$ cat config.mk
export PLATFORM = sky130hd
export DESIGN_NAME = tone_seq_gen
export DESIGN_NICKNAME = d
export VERILOG_FILES = /design/src/rtl/tone_pkg.sv /design/src/rtl/beat_gen.sv /design/src/rtl/tone_seq_gen.sv
export SDC_FILE = /design/constraint.sdc
export NUM_CORES = 1
export LEC_CHECK = 0
export CAP_MARGIN = 20
export CORE_UTILIZATION = 56
export CTS_CLUSTER_DIAMETER = 120
export DETAILED_ROUTE_END_ITERATION = 10
export HOLD_SLACK_MARGIN = 0.03
export PLACE_DENSITY = 0.83
export SLEW_MARGIN = 20
export SYNTH_ARGS = -nofsm -noshare
export SYNTH_HDL_FRONTEND = slang
export SYNTH_HIERARCHICAL = 1
export SYNTH_SLANG_ARGS = --single-unit
$ cat constraint.sdc
create_clock -name CLK -period 3.39 [get_ports CLK]
set_clock_uncertainty 0.15 [all_clocks]
set_input_delay 0.678 -clock CLK [delete_from_list [all_inputs] [get_ports CLK]]
set_output_delay 0.678 -clock CLK [all_outputs]
set_load 0.01 [all_outputs]
$ cat src/rtl/tone_pkg.sv
// Shared types and default tables for the tone sequencer.
package tone_pkg;

    typedef enum logic [1:0] {
        IDLE    = 2'd0,
        PLAY    = 2'd1,
        PENDING = 2'd2
    } state_t;

    // Half-period counts for C4..C5 at a 100 MHz clock; entry [0] is C4.
    localparam logic [7:0][31:0] DEFAULT_HALF_TABLE = {
        32'd95557, 32'd101239, 32'd113636, 32'd127551,
        32'd143172, 32'd151686, 32'd170265, 32'd191110
    };

    // Half a second of beat at 100 MHz.
    localparam int DEFAULT_BEAT_HALF = 50_000_000;

endpackage

$ cat src/rtl/beat_gen.sv
// Free-running beat square wave with a one-cycle tick at each rising beat.
module beat_gen #(
    parameter int BEAT_HALF = 50_000_000,
    parameter int BEAT_W    = 28
) (
    input  logic CLK,
    input  logic RESET,
    output logic BEAT_OUT,
    output logic BEAT_TICK
);

    if (BEAT_HALF < 2 || (64'(BEAT_HALF) >> BEAT_W) != 64'd0) begin : g_bad_beat
        $error("beat_gen: BEAT_HALF must be >= 2 and fit in BEAT_W bits");
    end

    logic [BEAT_W-1:0] cnt;

    // Count to BEAT_HALF-1, then wrap and flip the beat; tick marks the rise.
    always_ff @(posedge CLK) begin
        if (RESET) begin
            cnt       <= '0;
            BEAT_OUT  <= 1'b0;
            BEAT_TICK <= 1'b0;
        end else if (cnt == BEAT_W'(BEAT_HALF - 1)) begin
            cnt       <= '0;
            BEAT_OUT  <= ~BEAT_OUT;
            BEAT_TICK <= ~BEAT_OUT;
        end else begin
            cnt       <= cnt + BEAT_W'(1);
            BEAT_TICK <= 1'b0;
        end
    end

endmodule

$ cat src/rtl/tone_seq_gen.sv
// Note sequencer: square-wave tone divider with glitch-free note changes,
// plus an independent beat generator.
// Optional feature: define TONE_OCTAVE_EN to add the 2-bit OCTAVE input.
module tone_seq_gen
    import tone_pkg::*;
#(
    parameter int NUM_NOTES = 8,
    parameter int DIV_W     = 18,
    parameter logic [NUM_NOTES-1:0][31:0] HALF_TABLE = DEFAULT_HALF_TABLE,
    parameter int BEAT_HALF = DEFAULT_BEAT_HALF,
    parameter int BEAT_W    = 28,
    localparam int SEL_W    = (NUM_NOTES > 1) ? $clog2(NUM_NOTES) : 1
) (
    input  logic             CLK,
    input  logic             RESET,
    input  logic [SEL_W-1:0] NOTE_SEL,
    input  logic             NOTE_VALID,
    output logic             NOTE_READY,
    input  logic             STOP,
`ifdef TONE_OCTAVE_EN
    input  logic [1:0]       OCTAVE,
`endif
    output logic             TONE_OUT,
    output logic             PLAYING,
    output logic             NOTE_ERR,
    output logic             BEAT_OUT,
    output logic             BEAT_TICK
);

`ifdef TONE_OCTAVE_EN
    // One extra bit so the doubled (lower-octave) divider always fits.
    localparam int CNT_W = DIV_W + 1;
`else
    localparam int CNT_W = DIV_W;
`endif

    for (genvar gi = 0; gi < NUM_NOTES; gi++) begin : g_chk
        if (HALF_TABLE[gi] < 32'd2 || (64'(HALF_TABLE[gi]) >> DIV_W) != 64'd0) begin : g_bad_half
            $error("tone_seq_gen: HALF_TABLE entry must be >= 2 and fit in DIV_W bits");
        end
    end

    state_t           state, state_n;
    logic [CNT_W-1:0] cnt, cnt_n;
    logic [CNT_W-1:0] half, half_n;
    logic [CNT_W-1:0] pend, pend_n;
    logic             tone, tone_n;
    logic             err, err_n;

    logic             sel_ok, accept, term;
    logic [SEL_W-1:0] idx;
    logic [DIV_W-1:0] base_half;
    logic [CNT_W-1:0] req_half;

    // An out-of-range index is still "accepted"; it only raises NOTE_ERR.
    assign sel_ok     = int'(NOTE_SEL) < NUM_NOTES;
    assign idx        = sel_ok ? NOTE_SEL : '0;
    assign base_half  = HALF_TABLE[idx][DIV_W-1:0];
    assign NOTE_READY = RESET | ((state != PENDING) & ~STOP);
    assign accept     = NOTE_VALID & NOTE_READY;
    assign term       = (cnt == half - CNT_W'(1));

`ifdef TONE_OCTAVE_EN
    // Octave scaling of the requested divider: 1 halves (floor 2), 2 doubles.
    always_comb begin
        req_half = {1'b0, base_half};
        case (OCTAVE)
            2'd1:    req_half = (base_half < DIV_W'(4)) ? CNT_W'(2)
                                                        : {2'b00, base_half[DIV_W-1:1]};
            2'd2:    req_half = {base_half, 1'b0};
            default: ;
        endcase
    end
`else
    assign req_half = base_half;
`endif

    // Next state: STOP overrides everything; a note change waits for the
    // current half-period to finish so no truncated half-period appears.
    always_comb begin
        state_n = state;
        cnt_n   = cnt;
        half_n  = half;
        pend_n  = pend;
        tone_n  = tone;
        err_n   = 1'b0;
        if (STOP) begin
            state_n = IDLE;
            cnt_n   = '0;
            pend_n  = '0;
            tone_n  = 1'b0;
        end else begin
            case (state)
                IDLE: begin
                    if (accept && sel_ok) begin
                        half_n  = req_half;
                        cnt_n   = '0;
                        state_n = PLAY;
                    end
                end
                PLAY: begin
                    if (term) begin
                        tone_n = ~tone;
                        cnt_n  = '0;
                    end else begin
                        cnt_n  = cnt + CNT_W'(1);
                    end
                    if (accept && sel_ok) begin
                        pend_n  = req_half;
                        state_n = PENDING;
                    end
                end
                PENDING: begin
                    if (term) begin
                        tone_n  = ~tone;
                        cnt_n   = '0;
                        half_n  = pend;
                        state_n = PLAY;
                    end else begin
                        cnt_n   = cnt + CNT_W'(1);
                    end
                end
                default: state_n = IDLE;
            endcase
            err_n = accept & ~sel_ok;
        end
    end

    // State register; reset aborts any tone immediately.
    always_ff @(posedge CLK) begin
        if (RESET) begin
            state <= IDLE;
            cnt   <= '0;
            half  <= '0;
            pend  <= '0;
            tone  <= 1'b0;
            err   <= 1'b0;
        end else begin
            state <= state_n;
            cnt   <= cnt_n;
            half  <= half_n;
            pend  <= pend_n;
            tone  <= tone_n;
            err   <= err_n;
        end
    end

    assign TONE_OUT = tone;
    assign PLAYING  = (state != IDLE);
    assign NOTE_ERR = err;

    beat_gen #(
        .BEAT_HALF (BEAT_HALF),
        .BEAT_W    (BEAT_W)
    ) u_beat (
        .CLK       (CLK),
        .RESET     (RESET),
        .BEAT_OUT  (BEAT_OUT),
        .BEAT_TICK (BEAT_TICK)
    );

endmodule

==> key figures, run 1 <==
STA
  – Final setup viols: 0
  – Fin. Hold Viols: 0
  – Crit path time final: 3290 ps
  – Setup WS post-layout: slightly above 100 ps
  – Tcrit/Tclk final: 96.9%
  – Worst-Margin Slew: around 1100 ps
  – Slew margin rel.: 29.4%
  – Fmax: 304 MHz
  – Max Slew Vio Count: 0

Placed design
  – Routability cong.: between 0.8 and 0.9
  – PortBufs: 11
  – DP Wirelength: 8.00 mm
  – Post-placement cell count: around 690
  – Dpl ws: 126 ps

Worst setup path
  – Critical Path Sink Type: flip-flop
  – R2r endpoint: cnt[17]
  – R2R cell count: 9
  – Req. time, crit path: 3480 ps
  – WP data arrival: 3380 ps
  – Setup Crit Path Kind: reg2reg
  – FF-to-FF Start: half[5]
  – Crit start category: flip-flop
  – Critical Path Fanout Max: 24
  – R2R Setup Slk: 100 ps

Run
  – Max-cap violations: 0

Clock network
  – Number of buffers added for setup after CTS: 0
  – CTS Sinks: 87
  – Clock-pin slew of the registers on the worst-case setup and hold paths: around 90 ps
  – Clk root buf: clkbuf_8
  – CTS HTree Levels: 3
  – CTS max path bufs: 2
  – CTS Buf Count: 9
  – CTS tree: done
  – Clk_lat worst skew: 360 ps

Global routing
  – Grt total ovfl: 0
  – Met3 Usage GRT: 5.06%
  – Met2 Use GR: 43.7%
  – GR Util met1: 30.4%
  – First-pass GRT wire length: 18.3 mm
  – Largest net degree at the start of global routing: 35
  – GR peak layer: met2
  – Total GRT Usage: between 20% and 30%
  – Initial antenna violation count: 1
  – Number of global-route vias before repair: a little over 4,000

Run status
  – Outcome: finished clean

Yosys
  – Yosys top cell area share: around a third
  – Ys async rst share: 0%
  – Synth Flop Type: dfxtp_1
  – Avg Inst Size Synth: about 8.3 µm²
  – Yosys warns: 6
  – Yosys top cell by area: dfxtp_1
  – Largest cells by area after synthesis: dfxtp_1, a21oi_1, nor2_1
  – Area of the mapped netlist: 0.00496 mm²
  – Yosys reg bits: 87
  – Syn Inst Count: 596
  – Seq/Total Area, Yosys: 35.1%
  – Syn nets: 616
  – Count of different cell masters after synthesis: 68
  – Post-synth EDFFs: 0

Die
  – Initial core utilization: a little under 60%
  – I/O pin count: 13
  – Die area: 0.00923 mm²
  – Num rows: 33
  – Core area: between 0.008 and 0.009 mm²
  – Die H: 96.1 µm
  – Die width: a little under 100 µm

Route
  – DR WL/cell: 15.8 µm
  – 1st-pass router iterations: 5
  – Vias: 4,518
  – Post-route antenna net violation count: 0
  – Via-to-Cell Ratio: 6.38
  – Routed WL: 11.2 mm
  – Initial drt markers: 219
  – DRC Markers: 0

Worst hold path
  – HP Start: pend[16]
  – Hold crit path type: reg2reg
  – WHS Path Cells: 2
  – Hold Crit Endpoint: pend[16]

Pwr
  – P_leak: 1.86 nW
  – Sw power: about 600 µW
  – Switching Fraction: 29.3%
  – PwrDens: 384 mW/mm²
  – Max IR drop VDD: 0.000201 V
  – Combinational share of power: 16.6%
  – Clk pwr share: a little under a third
  – Internal Power: approximately 1.5 mW
  – Reg power frac: 52.0%

Final layout
  – Final net count: a little over 600
  – Fraction of final layout cells with drive strength greater than 1: 8.62%
  – Post-Layout Cell Count: a little over 700
  – Most frequent cells in the layout: dfxtp_1, nor2_1, a21oi_1
  – Synthesis-to-layout area growth: 8.23%
  – Commonest non-fill, non-tap cell in the layout: dfxtp_1
  – Antenna Cells: 0
sequential cells by signal, indices dropped and copies added (netlist names):
register and flops:
u_beat/cnt 28, half 18, u_beat/BEAT_OUT 1, u_beat/BEAT_TICK 1, state 2, pend 18
cnt 18, TONE_OUT 1
cell families after synthesis:
| logic type | Yosys count | synth area share, % |
|---|---|---|
| compound gates | 173 | 23.7 |
| xor+xnor | 39 | 6.89 |
| fa+ha+maj | 13 | 3.28 |
| buf+inv | 55 | 4.92 |
| flops | 87 | 35.1 |
| mux | 4 | 0.808 |
| other cells | 1 | 0.0757 |
| simple gates | 224 | 25.1 |
synthesized netlist by cell type, types with 12 or more instances:
cell,instances
ha_1,13
xnor2_1,24
dfxtp_1,87
and3_1,16
xor2_1,15
o21ai_0,25
a21oi_1,56
nand4_1,15
inv_1,15
nor2b_1,12
clkbuf_1,28
nor2_1,61
nand3_1,18
a211oi_1,27
nand2_1,24
worst max path at each step:
| stage | startpoint | endpoint | slack (ps) | depth (start not counted) |
|---|---|---|---|---|
| after floorplan | half[0] | half[11] | 240 | 13 |
| after global placement | half[5] | half[0] | 260 | 9 |
| after detailed placement | half[0] | half[14] | 130 | 11 |
| after CTS | half[0] | half[14] | 110 | 12 |
| after global routing | half[5] | cnt[17] | -20 | 9 |
| final | half[5] | cnt[17] | 100 | 9 |
what timing repair did:
item                       in CTS  in global routing
gates resized for setup         0                  5
hold buffers                    0                  0
setup endpoints to repair       0                 20
area by class of cell:
cell class / instances / area [µm²]
clock inverters: 6 / 45.0
multi-input cells: 454 / 2990
fillers: 718 / 3020
flip-flops and latches: 87 / 1740
well taps: 105 / 131
repair buffers: 31 / 273
clock buffers: 10 / 128
inverters: 15 / 56.3
layer usage:
metal,vias up,wire [µm]
li1,2215,-
met1,2166,4880
met2,107,5570
met3,28,404
met4,2,280
met5,-,11
power groups by stage:
stage	sequential, mW	clock, mW	combinational (mW)
floorplan	1.09	0	0.237
global placement	1.09	0	0.316
detailed placement	1.09	0	0.331
CTS	1.07	0.664	0.333
global route	1.07	0.710	0.374
finish	1.07	0.646	0.343
critical path: stages (launching register included):
cell       delay (ps)
dfxtp_1           310
or4_1             540
or3_1             390
a2111oi_2         370
o211ai_1          200
a2111oi_4         330
and3b_1           290
buf_12            180
nor2_2            100
a221o_1           300
per-stage QoR:
stage	power (mW)	util, %	cell area (µm²)	TNS [ps]	hold WS, ps
CTS	2.07	63.8	5350	0	315
global placement	1.41	61.7	5170	0	292
global route	2.16	64.0	5360	-24.4	333
floorplan	1.32	-	4960	0	286
finish	2.06	64.0	5360	0	317
detailed placement	1.42	61.7	5170	0	306
Note: power is estimated with default switching activity, not from simulation.
==> run 2: changes to the inputs <==
- clock period: 3.39 -> 2.9 ns (I/O delays scaled with it)
==> run 2 against run 1 <==
  * Via count rose by 4.6%
  * Highest routed layer is now met4
  * Fmax up 4.7%
  * The run now ends with negative setup slack left
  * Sequential power grew 17%
  * Sequential share of layout area decreased by 3.0 points
  * Cell count is 4.0% higher
==> key figures, run 2 (same netlist as run 1, synthesis figures left out) <==
Run status
  – Outcome: complete, but fails checks (was finished clean)
  – Failing checks: negative setup slack

STA
  – Tcrit/Tclk final: 108% (was 96.9%)
  – Fmax: 319 MHz (was 304 MHz)
  – WHS: 319 ps (was 317 ps)
  – Crit path time final: 3140 ps (was 3290 ps)
  – Worst-Margin Slew: 546 ps (was 1060 ps)
  – Max Slew Vio Count: 0 (unchanged)
  – Setup WS post-layout: -238 ps (was 103 ps)
  – RSZ-0062 raised after global routing: true
  – Final setup viols: 38 (was 0)
  – Fin. Hold Viols: 0 (unchanged)
  – Setup TNS: -6330 ps (was 0 ps)
  – Slew margin rel.: 63.2% (was 29.4%)

Die
  – Num rows: 33 (unchanged)
  – Die width: 96.1 µm (unchanged)
  – Initial core utilization: 59.1% (unchanged)
  – Core area: 0.00838 mm² (unchanged)
  – Die H: 96.1 µm (unchanged)
  – Die area: 0.00923 mm² (unchanged)
  – I/O pin count: 13 (unchanged)

Worst setup path
  – Critical Path Fanout Max: 16 (was 24)
  – Worst setup path end: half[12] (was cnt[17])
  – FF-to-FF Start: half[8] (was half[5])
  – Critical Path Sink Type: flip-flop (unchanged)
  – Crit start category: flip-flop (unchanged)
  – Crit path from: half[8] (was half[5])
  – R2R cell count: 9 (unchanged)
  – Setup Crit Path Kind: reg2reg (unchanged)
  – Req. time, crit path: 3020 ps (was 3480 ps)
  – R2r endpoint: half[12] (was cnt[17])
  – R2R Setup Slk: -240 ps (was 100 ps)
  – WP data arrival: 3260 ps (was 3380 ps)

Route
  – DR WL/cell: 16.9 µm (was 15.8 µm)
  – Vias: 4,727 (was 4,518)
  – Routed WL: 12.4 mm (was 11.2 mm)
  – Post-route antenna net violation count: 0 (unchanged)
  – Initial drt markers: 289 (was 219)
  – Via-to-Cell Ratio: 6.42 (was 6.38)
  – 1st-pass router iterations: 5 (unchanged)
  – DRC Markers: 0 (unchanged)

Global routing
  – Grt total ovfl: 0 (unchanged)
  – Total GRT Usage: 26.8% (was 25.4%)
  – Number of global-route vias before repair: 4,284 (was 4,042)
  – Initial antenna violation count: 0 (was 1)
  – Largest net degree at the start of global routing: 35 (unchanged)
  – First-pass GRT wire length: 19.3 mm (was 18.3 mm)

Final layout
  – Commonest non-fill, non-tap cell in the layout: dfxtp_1 (unchanged)
  – Most frequent cells in the layout: dfxtp_1, nor2_1, a21oi_1 (unchanged)
  – Fin util: 70.7% (was 64.0%)
  – Fraction of final layout cells with drive strength greater than 1: 19.5% (was 8.62%)
  – Biggest register: u_beat/cnt (unchanged)
  – Max reg flops: 28 (unchanged)
  – Post-Layout Cell Count: 736 (was 708)
  – Synthesis-to-layout area growth: 19.5% (was 8.23%)
  – Final net count: 646 (was 618)
  – Antenna Cells: 0 (unchanged)

Pwr
  – P_leak: 2.12 nW (was 1.86 nW)
  – Max IR drop VDD: 0.000268 V (was 0.000201 V)
  – PwrDens: 442 mW/mm² (was 384 mW/mm²)

Placed design
  – Routability cong.: 0.868 (was 0.836)
  – DP Wirelength: 8.15 mm (was 8.00 mm)
  – Post-placement cell count: 714 (was 692)
  – PortBufs: 11 (unchanged)

Clock network
  – CTS max path bufs: 2 (unchanged)
  – Clk_lat worst skew: 370 ps (was 360 ps)
  – CTS Sinks: 87 (unchanged)
  – Clock-pin slew of the registers on the worst-case setup and hold paths: 90 ps (about the same)
  – Hold Buf Count CTS: 0 (unchanged)
  – CTS HTree Levels: 3 (unchanged)
  – Clk root buf: clkbuf_8 (unchanged)
  – CTS Buf Count: 9 (unchanged)
  – CTS tree: done (unchanged)

Run
  – Max-cap violations: 0 (unchanged)

Worst hold path
  – Hold crit path type: reg2reg (unchanged)
## run 2: cell types whose count changed in the layout (fill, tap and decap cells not counted), sizes merged
cell	previous run	this run
buf	20	47
bufinv	0	1
clkbuf	10	11
clkinv	2	1
clkinvlp	3	2
inv	16	17
## run 2: cell type report
type / instances / area, µm²
Inverter: 15 / 56.3
Clock buffer: 10 / 138
Tap cell: 105 / 131
Sequential cell: 87 / 1740
Multi-Input combinational cell: 454 / 3230
Clock inverter: 6 / 67.6
Fill cell: 623 / 2460
Timing Repair Buffer: 59 / 556
## run 2: per-layer routing
metal	vias to the layer above	GRT usage [%]	wire [µm]
met2	139	46.2	6300
met1	2281	31.4	5240
met5	-	0	0
li1	2268	-	-
met3	39	6.00	511
met4	0	12.4	378
## run 2: stage by stage
stage / setup WS [ps] / power, mW / cell area (µm²)
final: -238 / 2.62 / 5920
after global routing: -317 / 2.72 / 5920
after CTS: -121 / 2.57 / 5720
after detailed placement: -99.5 / 1.68 / 5380
after global placement: -42.4 / 1.67 / 5380
after floorplan: 4.77 / 1.56 / 4990
## run 2: timing repair
item	4_1_cts	5_1_grt
pin swaps	10	7
gates cloned	1	1
gates resized for setup	27	36
buffers inserted	3	1
endpoints found under the setup margin	34	39
## run 2: power by group
| part | switching, mW | internal [mW] |
|---|---|---|
| clock network | 0.461 | 0.426 |
| logic | 0.274 | 0.204 |
| registers | 0.0309 | 1.22 |
## run 2: how the worst min path moves through the flow
stage,start,endpoint,cells past startpoint
finish,pend[10],pend[10],2
CTS,pend[16],pend[16],2
global route,pend[10],pend[10],2
detailed placement,pend[16],pend[16],2
floorplan,pend[0],pend[0],2
global placement,pend[0],pend[0],2
## run 2: worst max-delay path, cell delays in order, from the launching register on
cell and delay (ps):
dfxtp_2 340, or4_4 530, or3_4 360, a2111oi_4 310, o211ai_1 180, a2111oi_4 350
buf_4 200, a21oi_2 100, buf_12 180, o41ai_2 330
